==> src/rtl/bitcoin_pkg.sv <==
// Shared types and defaults for the nonce search datapath.
package bitcoin_pkg;

   localparam int unsigned NUM_NONCES_DEF = 16;
   localparam int unsigned WORD_W         = 32;
   localparam int unsigned ADDR_W         = 16;

   typedef enum logic [1:0] {
      StIdle,
      StScan,
      StWrNonce,
      StWrHash
   } state_e;

endpackage

==> src/rtl/nonce_min_select_hash_min_tracker.sv <==
// Running minimum of a hash stream: clear, unconditional first load, then strict-less update.
module hash_min_tracker
   import bitcoin_pkg::*;
#(
   parameter int unsigned IDX_W = 5
) (
   input  logic              clk,
   input  logic              reset,
   input  logic              clear,
   input  logic              load_first,
   input  logic              update,
   input  logic [WORD_W-1:0] hash_in,
   input  logic [IDX_W-1:0]  idx_in,
   output logic [WORD_W-1:0] best_hash,
   output logic [IDX_W-1:0]  best_idx
);

   logic [WORD_W-1:0] best_hash_q;
   logic [IDX_W-1:0]  best_idx_q;

   // Strict less-than keeps the earliest index on ties.
   always_ff @(posedge clk or posedge reset) begin
      if (reset) begin
         best_hash_q <= '0;
         best_idx_q  <= '0;
      end else if (clear) begin
         best_hash_q <= '0;
         best_idx_q  <= '0;
      end else if (load_first || (update && (hash_in < best_hash_q))) begin
         best_hash_q <= hash_in;
         best_idx_q  <= idx_in;
      end
   end

   assign best_hash = best_hash_q;
   assign best_idx  = best_idx_q;

endmodule

==> src/rtl/nonce_min_select.sv <==
// Scans NUM_NONCES H0 words in shared memory, keeps the smallest and writes {nonce, hash} back.
// Optional TARGET_CHECK_EN: found compares the winning hash against the target.
module nonce_min_select
   import bitcoin_pkg::*;
#(
   parameter int unsigned NUM_NONCES = NUM_NONCES_DEF,
   parameter int unsigned NONCE_W    = 32
) (
   input  logic               clk,
   input  logic               reset,
   input  logic               start,
   input  logic [ADDR_W-1:0]  hash_addr,
   input  logic [ADDR_W-1:0]  result_addr,
   input  logic [NONCE_W-1:0] nonce_base,
   input  logic [WORD_W-1:0]  target,
   output logic               mem_clk,
   output logic               mem_we,
   output logic [ADDR_W-1:0]  mem_addr,
   output logic [WORD_W-1:0]  mem_write_data,
   input  logic [WORD_W-1:0]  mem_read_data,
   output logic               done,
   output logic               found,
   output logic [NONCE_W-1:0] best_nonce,
   output logic [WORD_W-1:0]  best_hash
);

   localparam int unsigned   KW     = $clog2(NUM_NONCES + 1);
   localparam logic [KW-1:0] K_LAST = KW'(NUM_NONCES);

   state_e             state_q, state_d;
   logic [KW-1:0]      k_q, k_d;
   logic               done_q, done_d;
   logic               found_q, found_d;
   logic               found_calc;
   logic               accept;
   logic [ADDR_W-1:0]  hash_addr_q, result_addr_q;
   logic [NONCE_W-1:0] nonce_base_q;
   logic               trk_clear, trk_first, trk_update;
   logic [KW-1:0]      best_idx;

   assign mem_clk = clk;
   // done_q lags the IDLE return by a cycle, so a start coinciding with it is dropped.
   assign accept  = start && (state_q == StIdle) && done_q;

   hash_min_tracker #(
      .IDX_W (KW)
   ) u_tracker (
      .clk        (clk),
      .reset      (reset),
      .clear      (trk_clear),
      .load_first (trk_first),
      .update     (trk_update),
      .hash_in    (mem_read_data),
      .idx_in     (k_q - KW'(1)),
      .best_hash  (best_hash),
      .best_idx   (best_idx)
   );

   assign best_nonce = nonce_base_q + NONCE_W'(best_idx);

`ifdef TARGET_CHECK_EN
   logic [WORD_W-1:0] target_q;

   always_ff @(posedge clk or posedge reset) begin
      if (reset) begin
         target_q <= '0;
      end else if (accept) begin
         target_q <= target;
      end
   end

   assign found_calc = best_hash < target_q;
`else
   logic unused_target;

   assign unused_target = ^target;
   assign found_calc    = 1'b1;
`endif

   always_ff @(posedge clk or posedge reset) begin
      if (reset) begin
         state_q       <= StIdle;
         k_q           <= '0;
         done_q        <= 1'b1;
         found_q       <= 1'b0;
         hash_addr_q   <= '0;
         result_addr_q <= '0;
         nonce_base_q  <= '0;
      end else begin
         state_q <= state_d;
         k_q     <= k_d;
         done_q  <= done_d;
         found_q <= found_d;
         if (accept) begin
            hash_addr_q   <= hash_addr;
            result_addr_q <= result_addr;
            nonce_base_q  <= nonce_base;
         end
      end
   end

   always_comb begin
      state_d        = state_q;
      k_d            = k_q;
      done_d         = done_q;
      found_d        = found_q;
      mem_we         = 1'b0;
      mem_addr       = '0;
      mem_write_data = '0;
      trk_clear      = 1'b0;
      trk_first      = 1'b0;
      trk_update     = 1'b0;
      unique case (state_q)
         StIdle: begin
            done_d = 1'b1;
            if (accept) begin
               state_d   = StScan;
               k_d       = '0;
               done_d    = 1'b0;
               found_d   = 1'b0;
               trk_clear = 1'b1;
            end
         end
         StScan: begin
            // Read data for index k-1 arrives while address k is presented.
            if (k_q != K_LAST) begin
               mem_addr = hash_addr_q + ADDR_W'(k_q);
            end
            if (k_q != '0) begin
               trk_first  = (k_q == KW'(1));
               trk_update = (k_q != KW'(1));
            end
            if (k_q == K_LAST) begin
               state_d = StWrNonce;
            end else begin
               k_d = k_q + KW'(1);
            end
         end
         StWrNonce: begin
            mem_we         = 1'b1;
            mem_addr       = result_addr_q;
            mem_write_data = WORD_W'(best_nonce);
            state_d        = StWrHash;
         end
         StWrHash: begin
            mem_we         = 1'b1;
            mem_addr       = result_addr_q + ADDR_W'(1);
            mem_write_data = best_hash;
            found_d        = found_calc;
            state_d        = StIdle;
         end
      endcase
   end

   assign done  = done_q;
   assign found = found_q;

endmodule

==> config.mk <==
export PLATFORM = sky130hd
export DESIGN_NAME = nonce_min_select
export DESIGN_NICKNAME = d
export VERILOG_FILES = /design/src/rtl/bitcoin_pkg.sv /design/src/rtl/nonce_min_select_hash_min_tracker.sv /design/src/rtl/nonce_min_select.sv
export SDC_FILE = /design/constraint.sdc
export NUM_CORES = 1
export LEC_CHECK = 0
export CORE_MARGIN = 4
export CORE_UTILIZATION = 47
export CTS_CLUSTER_DIAMETER = 150
export CTS_CLUSTER_SIZE = 25
export DETAILED_ROUTE_END_ITERATION = 16
export PLACE_DENSITY_LB_ADDON = 0.15
export SYNTH_ARGS = -nofsm -noshare
export SYNTH_HDL_FRONTEND = slang
export SYNTH_SLANG_ARGS = --single-unit
export TNS_END_PERCENT = 50
==> constraint.sdc <==
create_clock -name clk -period 4.9 [get_ports clk]
set_input_delay 0.98 -clock clk [delete_from_list [all_inputs] [get_ports clk]]
set_output_delay 0.98 -clock clk [all_outputs]
set_load 0.03 [all_outputs]
[Word level (Yosys, flattened, before mapping)]
Cells that the tools add are included.
Word-level totals
  logic and storage cells: 61
  bits of input ports: 131
  output and inout bits: 116
  flip-flop bits (word level): 110
Cells by class
  reduce and logical (&&, ||, !) cells: 13
  magnitude comparators: 1
  $add $sub $neg: 5
  equality and inequality tests: 10
  mux-type cells: 23
Operators with widths (count)
  $mux W32: 2
  $pmux W32 S2: 1
  $pmux W16 S3: 1
  $add A32 B5 Y32: 1
  $lt A32 B32 Y1: 1
  $mux W5: 4
  $add A16 B1 Y16 const B: 1
  $add A16 B5 Y16: 1
  $mux W16: 1
  $pmux W5 S2: 1
  $mux W1: 9
  $pmux W2 S4: 1
  $ne A2 B2 Y1 const B: 3
  $reduce_bool A2 Y1: 3
  $add A5 B1 Y5 const B: 1
  $eq A5 B1 Y1 const B: 1
  $eq A5 B5 Y1 const B: 1
  $ne A5 B1 Y1 const B: 1
  $ne A5 B5 Y1 const B: 1
  $reduce_bool A5 Y1: 1
  $sub A5 B1 Y5 const B: 1
  $eq A2 B2 Y1 const B: 2
  $mux W2: 2
  $reduce_and A2 Y1: 2
  7 further kinds: 9

[Longest topological paths before layout]
Gate-level depths: netlist of the first run.
  word-level depth: 7
  mapped depth: 10
  mapped depth without buffers: 9

[Modules after synthesis]
A second synthesis of the first run with hierarchy kept.
Second synthesis, totals
  cells, all modules: 792
  area total of the unflattened synthesis: 7900.1 µm²
Modules (own cells, without submodules)
  nonce_min_select: sequential area each 1828.0 µm², area an instance 5192.5 µm², cells each 518, instances 1
  hash_min_tracker: sequential area each 925.9 µm², area an instance 2707.6 µm², cells each 274, instances 1

==> flow_summary.yaml, run 1 <==
synthesis:
  asyncSetResetFlopFracSynth_pct: 100
  synth_edf_count: 0
  mappedNetlistNets: 1060
  post_synth_inst_count: 877
  post_synthesis_area_per_instance_sq_um: 8.56
  mappedNetlistArea_sq_mm: 0.00751
  netlist-cell-type-count: 69
  synth.ff_latch_count: 110
  yosys_warnings: 0
  ys_dominant_reg_cell: "dfrtp_1"
  synth.yosys.seq_area_share_pct: 36.7
critical_path:
  critical_path.top_delay_family: "buffers and inverters"
  crit_path_start_kind: "register"
  worst_setup_path_end_kind: "primary output"
  critical_setup_path_kind: "reg2out"
  timing.critical_path.fanout_max: 15
  r2r_slack_ns: 1.70
  cp_slowest_stage_delay_ns: 0.66
  critPathRequiredTime_ns: 3.92
  crit-reg2reg-launch: "k_q[1]"
  path_cells: "ha_1 -> inv_1 -> fa_1 -> nor2b_1 -> o21ai_0 -> a21boi_1 -> buf_4 -> o2111ai_1 -> xnor2_1 -> a22o_1 -> clkdlybuf4s50_1"
  arrival_ns: 3.48
  worstSetupStartpoint: "u_tracker.best_idx[0]"
  critical_path_buf_inv_count: 3
  cp_slowest_cell: "clkdlybuf4s50_1"
global_route:
  grt_antenna_before_repair: 0
  grt_pass1_vias: 7200
  grt_start_max_net_pins: 65
  global_route.usage.total_pct: 26.1
  first_pass_grt_wire_length_mm: 37.8
  grt_overflow_total: 0
floorplan:
  die_h_microns: 134
  core_region_area_sq_mm: 0.0154
  initial_utilization_pct: 48.7
  core.rowCount: 45
  die-width_microns: 134
  boundaryPins: 247
  die-area_sq_mm: 0.0181
flow_run:
  cap_viol_max_count: 0
clocking:
  clk_latency_ns: 0.47
  postCtsHoldBufs: 0
  cts_resized: 0
  post_cts.repair.setup_buffers: 0
  cts_tree: "done"
  clkTransAtPathRegs_ns: 0.07
power_and_ir_drop:
  power_switching_mw: 3.33
  p_int_mw: 3.46
  pwr-share-comb_pct: 61.4
  power.static_leakage_nw: 4.35
  p_per_area_mw_per_mm2: 668
  power_frac_seq_pct: 24.8
  netSwitchingFraction_pct: 49.0
  clock_power_share_pct: 13.8
  ir_worst_vdd_v: 0.000457
worst_hold_path:
  worst_hold_path_startpoint: "hash_addr_q[3]"
  worst_hold_path_type: "reg2reg"
routing:
  route.vias.total: 7250
  ant_nets: 0
  wl_per_cell_microns: 18.2
  drt_iter0_markers: 531
  first_pass_iters: 5
  wirelength_mm: 23.2
  drc: 0
  via_per_inst: 5.67
sta:
  worst_slew_pin_slew_ns: 1.20
  post-route-period-util_pct: 91.0
  rsz_0062_raised_after_global_routing: "no"
  setup_viol: 0
  setup_tns_ns: 0
  hold_viol_final: 0
  final_slew_viol_count: 0
  fin_worst_skew_ns: 0.00749
  timing.final.crit_period_ns: 4.46
  fmax_mhz: 224
  max_slew_margin_pct: 19.9
final_layout:
  filler_cell_count: 1367
  postLayoutCoreUtil_pct: 65.8
  layout-area-overhead-vs-synth_pct: 35.3
  multi_input_comb_area_sq_mm: 0.00432
  register_area_sq_mm: 0.00275
  num-nets-final: 1246
  layout.cells.most_common: "nand2_1"
  commonest_non_fill_non_tap_cells_in_the_layout: "nand2_1 (220), clkdlybuf4s50_1 (214), dfrtp_1 (109), inv_1 (48), ha_1 (48)"
  diodes: 0
  fin_cells: 1279
  final_layout_size_suffix_gt1_share_pct: 6.55
run_status:
  status: "complete, no violations"
place:
  hpwlAfterDp_mm: 17.0
  port_buffers: 214
  placedCellCount: 1260
  place_congestion: 0.851
cells in the mapped netlist (2+ instances only):
| library cell | number | area share (%) |
|---|---|---|
| a21o_1 | 2 | 0.20 |
| o21a_1 | 5 | 0.50 |
| o21ai_1 | 2 | 0.13 |
| o21ai_0 | 30 | 2.0 |
| o32ai_1 | 2 | 0.23 |
| clkbuf_1 | 35 | 1.7 |
| xor2_1 | 9 | 1.0 |
| buf_2 | 10 | 0.67 |
| nand2_1 | 220 | 11 |
| a211oi_1 | 5 | 0.50 |
| buf_1 | 4 | 0.20 |
| buf_4 | 2 | 0.20 |
| ha_1 | 50 | 8.3 |
| buf_6 | 4 | 0.60 |
| a31oi_1 | 2 | 0.17 |
| a22o_1 | 28 | 3.3 |
| o22ai_1 | 10 | 0.83 |
| a21oi_1 | 32 | 2.1 |
| nor4b_1 | 5 | 0.58 |
| nand4_1 | 41 | 3.4 |
| dfrtp_1 | 109 | 36 |
| nor2b_1 | 3 | 0.25 |
| o21bai_1 | 2 | 0.20 |
| and2_1 | 3 | 0.25 |
| o2111ai_1 | 6 | 0.70 |
| a22oi_1 | 5 | 0.50 |
| a222oi_1 | 4 | 0.53 |
| inv_1 | 49 | 2.4 |
| o31ai_1 | 13 | 1.3 |
| o31ai_2 | 18 | 3.0 |
| nand2b_1 | 4 | 0.33 |
| xnor2_1 | 44 | 5.1 |
| o211a_1 | 2 | 0.27 |
| and3_1 | 10 | 0.83 |
| and4_1 | 5 | 0.58 |
| a32o_1 | 2 | 0.27 |
| nor3b_1 | 3 | 0.30 |
| nor3_1 | 8 | 0.53 |
| nor4_1 | 6 | 0.50 |
| fa_1 | 2 | 0.53 |
| nor2_1 | 28 | 1.4 |
| nand3_1 | 17 | 1.1 |
| o211ai_1 | 10 | 1.0 |
stage by stage:
step	hold WS [ns]	instance area [sq um]	worst slack, ns	total power [mW]
final	0.486	10200	0.441	6.78
after global routing	0.505	10200	0.225	7.23
after CTS	0.492	10200	0.464	6.80
after detailed placement	0.475	9770	0.801	5.88
after global placement	0.463	9770	0.834	5.80
after floorplan	0.450	7510	1.02	4.33
sequential cells by signal, indices dropped and copies added, names as in the netlist:
signal and cells:
k_q 5, nonce_base_q 32, state_q 2, hash_addr_q 16
found 1, result_addr_q 16, done 1, u_tracker.best_hash 32
u_tracker.best_idx 5
metal layers:
layer  up-vias  share of wire, %  track usage [%]
met5         -                 0                0
li1       3476                 -                -
met3        38               5.9             4.39
met4         0               2.6             11.5
met2       247                46             40.7
met1      3489                45             35.9
path summary, 6_finish.rpt:
check,end,cells past startpoint
worst max-delay path,mem_write_data[28],11
worst min-delay path,hash_addr_q[3],2
worst max register to register,u_tracker.best_idx[1],7
worst min register to register,hash_addr_q[3],2
max in group asynchronous,done,3
min in group asynchronous,u_tracker.best_hash[3],2
worst register-to-register path: cells and delay by family (launching register included):
family,cells,cell delay (ns)
simple gates,3,1.83
flops,1,0.46
compound gates,2,0.46
buf+inv,1,0.14
fa+ha+maj,1,0.14
final cells by class:
cell class | instances | share of cell area (%)
clock buffers | 15 | 3.33
multi-input cells | 661 | 42.5
well taps | 211 | 2.60
repair buffers | 227 | 22.0
inverters | 50 | 1.87
clock inverters | 5 | 0.554
flip-flops and latches | 110 | 27.1
kinds of logic after synthesis:
| group | after synthesis | share of synthesized area (%) |
|---|---|---|
| AND/OR/NAND/NOR | 363 | 22.6 |
| AO/OA/AOI/OAI | 192 | 19.4 |
| buffers and inverters | 106 | 6.11 |
| flip-flops | 110 | 36.7 |
| multiplexers | 1 | 0.133 |
| adder cells (fa/ha/maj) | 52 | 8.86 |
| XOR/XNOR | 53 | 6.18 |
power by group through the flow:
stage / combinational, mW / clock (mW) / sequential (mW)
final: 4.17 / 0.933 / 1.68
after global routing: 4.50 / 0.978 / 1.74
after CTS: 4.18 / 0.949 / 1.68
after detailed placement: 4.15 / 0.0340 / 1.69
after global placement: 4.09 / 0.0340 / 1.68
after floorplan: 2.58 / 0.0306 / 1.72
Note: power is estimated with default switching activity, not from simulation.
==> inputs of run 2 (changes only) <==
--- a/config.mk
+++ b/config.mk
@@ -5,7 +5,7 @@
 export SDC_FILE = /design/constraint.sdc
 export NUM_CORES = 1
 export LEC_CHECK = 0
-export CORE_MARGIN = 4
+export CORE_MARGIN = 2
 export CORE_UTILIZATION = 47
 export CTS_CLUSTER_DIAMETER = 150
 export CTS_CLUSTER_SIZE = 25
==> flow_summary.yaml, run 2 (synthesis gave the netlist of run 1 again) <==
sta:
  hold_viol_final: 0
  fin_worst_skew_ns: 0.00940
  layout_setup_ws_ns: 0.301
  setup_viol: 0
  rsz_0062_raised_after_global_routing: "no"
  max_slew_margin_pct: 17.8
  worst_slew_pin_slew_ns: 1.23
  final_slew_viol_count: 0
  fmax_mhz: 217
  timing.final.crit_period_ns: 4.60
  hold_ws_ns: 0.487
  post-route-period-util_pct: 93.9
  setup_tns_ns: 0
routing:
  wl_per_cell_microns: 17.7
  wirelength_mm: 22.7
  drc: 0
  ant_nets: 0
  route.vias.total: 7236
  via_per_inst: 5.63
  first_pass_iters: 5
  drt_iter0_markers: 503
power_and_ir_drop:
  clock_power_share_pct: 13.4
  netSwitchingFraction_pct: 49.1
  power_switching_mw: 3.31
  p_int_mw: 3.42
  ir_worst_vdd_v: 0.000560
  power.static_leakage_nw: 4.35
  p_per_area_mw_per_mm2: 663
  pwr-share-comb_pct: 61.5
  power_frac_seq_pct: 25.1
floorplan:
  boundaryPins: 247
  core_region_area_sq_mm: 0.0158
  die-width_microns: 130
  core.rowCount: 46
  die_h_microns: 130
  die-area_sq_mm: 0.0170
  initial_utilization_pct: 47.6
clocking:
  cts_resized: 0
  postCtsHoldBufs: 0
  post_cts.repair.setup_buffers: 0
  clkTransAtPathRegs_ns: 0.08
  cts_tree: "done"
  clk_latency_ns: 0.48
critical_path:
  r2r_slack_ns: 1.67
  cp_slowest_stage_delay_ns: 0.66
  path_cells: "ha_1 -> inv_1 -> fa_1 -> nor2b_1 -> o21ai_0 -> a21boi_1 -> buf_4 -> o2111ai_1 -> xnor2_1 -> a22o_1 -> clkdlybuf4s50_1"
  critical_path_buf_inv_count: 3
  critical_path.top_delay_family: "buffers and inverters"
  critical_setup_path_kind: "reg2out"
  arrival_ns: 3.62
  critPathRequiredTime_ns: 3.92
  timing.critical_path.fanout_max: 12
  cp_slowest_cell: "clkdlybuf4s50_1"
  worst_setup_path_end_kind: "primary output"
  crit_path_start_kind: "register"
flow_run:
  cap_viol_max_count: 0
final_layout:
  diodes: 0
  final_layout_size_suffix_gt1_share_pct: 6.64
  layout-area-overhead-vs-synth_pct: 35.3
  commonest_non_fill_non_tap_cells_in_the_layout: "nand2_1 (220), clkdlybuf4s50_1 (214), dfrtp_1 (109), inv_1 (48), ha_1 (48)"
  filler_cell_count: 1427
  layout.cells.most_common: "nand2_1"
  num-nets-final: 1247
  fin_cells: 1285
global_route:
  grt_overflow_total: 0
  grt_start_max_net_pins: 79
  first_pass_grt_wire_length_mm: 35.2
  grt_pass1_vias: 6894
  global_route.usage.total_pct: 26.9
  grt_antenna_before_repair: 0
place:
  place_congestion: 0.810
  port_buffers: 214
  detailedPlace.worstSlack_ns: 0.807
  hpwlAfterDp_mm: 16.1
  placedCellCount: 1266
run_status:
  status: "complete, no violations"
worst_hold_path:
  worst_hold_path_type: "reg2reg"
run 2: changes by cell type in the layout (fill, tap and decap cells not counted):
cell       before  now
clkbuf_8        2    3
inv_6           1    0
clkinv_4        0    2
clkinv_2        2    1
bufinv_16       1    0
buf_4          14   15
run 2: area by class of cell:
cell class | count | area, sq um | area share [%]
clock buffer | 16 | 352 | 3.46
sequential | 110 | 2750 | 27.1
clock inverter | 4 | 30.0 | 0.296
timing repair buffer | 228 | 2240 | 22.1
tap | 216 | 270 | 2.66
multi-input combinational | 661 | 4320 | 42.5
inverter | 50 | 190 | 1.87
run 2: final timing paths:
check                                      start                      to  cells past startpoint
setup / recovery           u_tracker.best_idx[0]      mem_write_data[18]                     11
hold / removal                    hash_addr_q[3]          hash_addr_q[3]                      2
setup reg to reg                          k_q[1]   u_tracker.best_idx[2]                      7
hold reg to reg                   hash_addr_q[3]          hash_addr_q[3]                      2
max in group asynchronous                  reset        result_addr_q[8]                      3
min in group asynchronous                  reset  u_tracker.best_hash[2]                      2
run 2: tightest hold or removal path, cell delays in order, from the launching register on:
cell	delay, ns
dfrtp_1	0.35
nand2_1	0.05
nand2_1	0.05
run 2: power groups by stage:
stage          clock network (mW)  registers [mW]  logic [mW]
5_1_grt                     0.945            1.75        4.48
3_5_place_dp               0.0340            1.69        4.13
2_1_floorplan              0.0306            1.72        2.58
6_report                    0.901            1.69        4.14
3_3_place_gp               0.0340            1.69        4.08
4_1_cts                     0.913            1.69        4.15
run 2: per-stage QoR:
| step | power, mW | util (%) | area (sq um) |
|---|---|---|---|
| final | 6.73 | 64.4 | 10200 |
| after floorplan | 4.33 | - | 7510 |
| after detailed placement | 5.86 | 62.1 | 9790 |
| after CTS | 6.75 | 64.4 | 10200 |
| after global routing | 7.18 | 64.4 | 10200 |
| after global placement | 5.80 | 62.1 | 9790 |
run 2: per-layer routing:
layer  vias up  track usage, %  part of all wire (%)
li1       3475               -                     -
met4         0            8.64                   1.5
met1      3464            34.1                    42
met2       265            46.2                    49
met3        32            5.90                   7.0
met5         -               0                     0
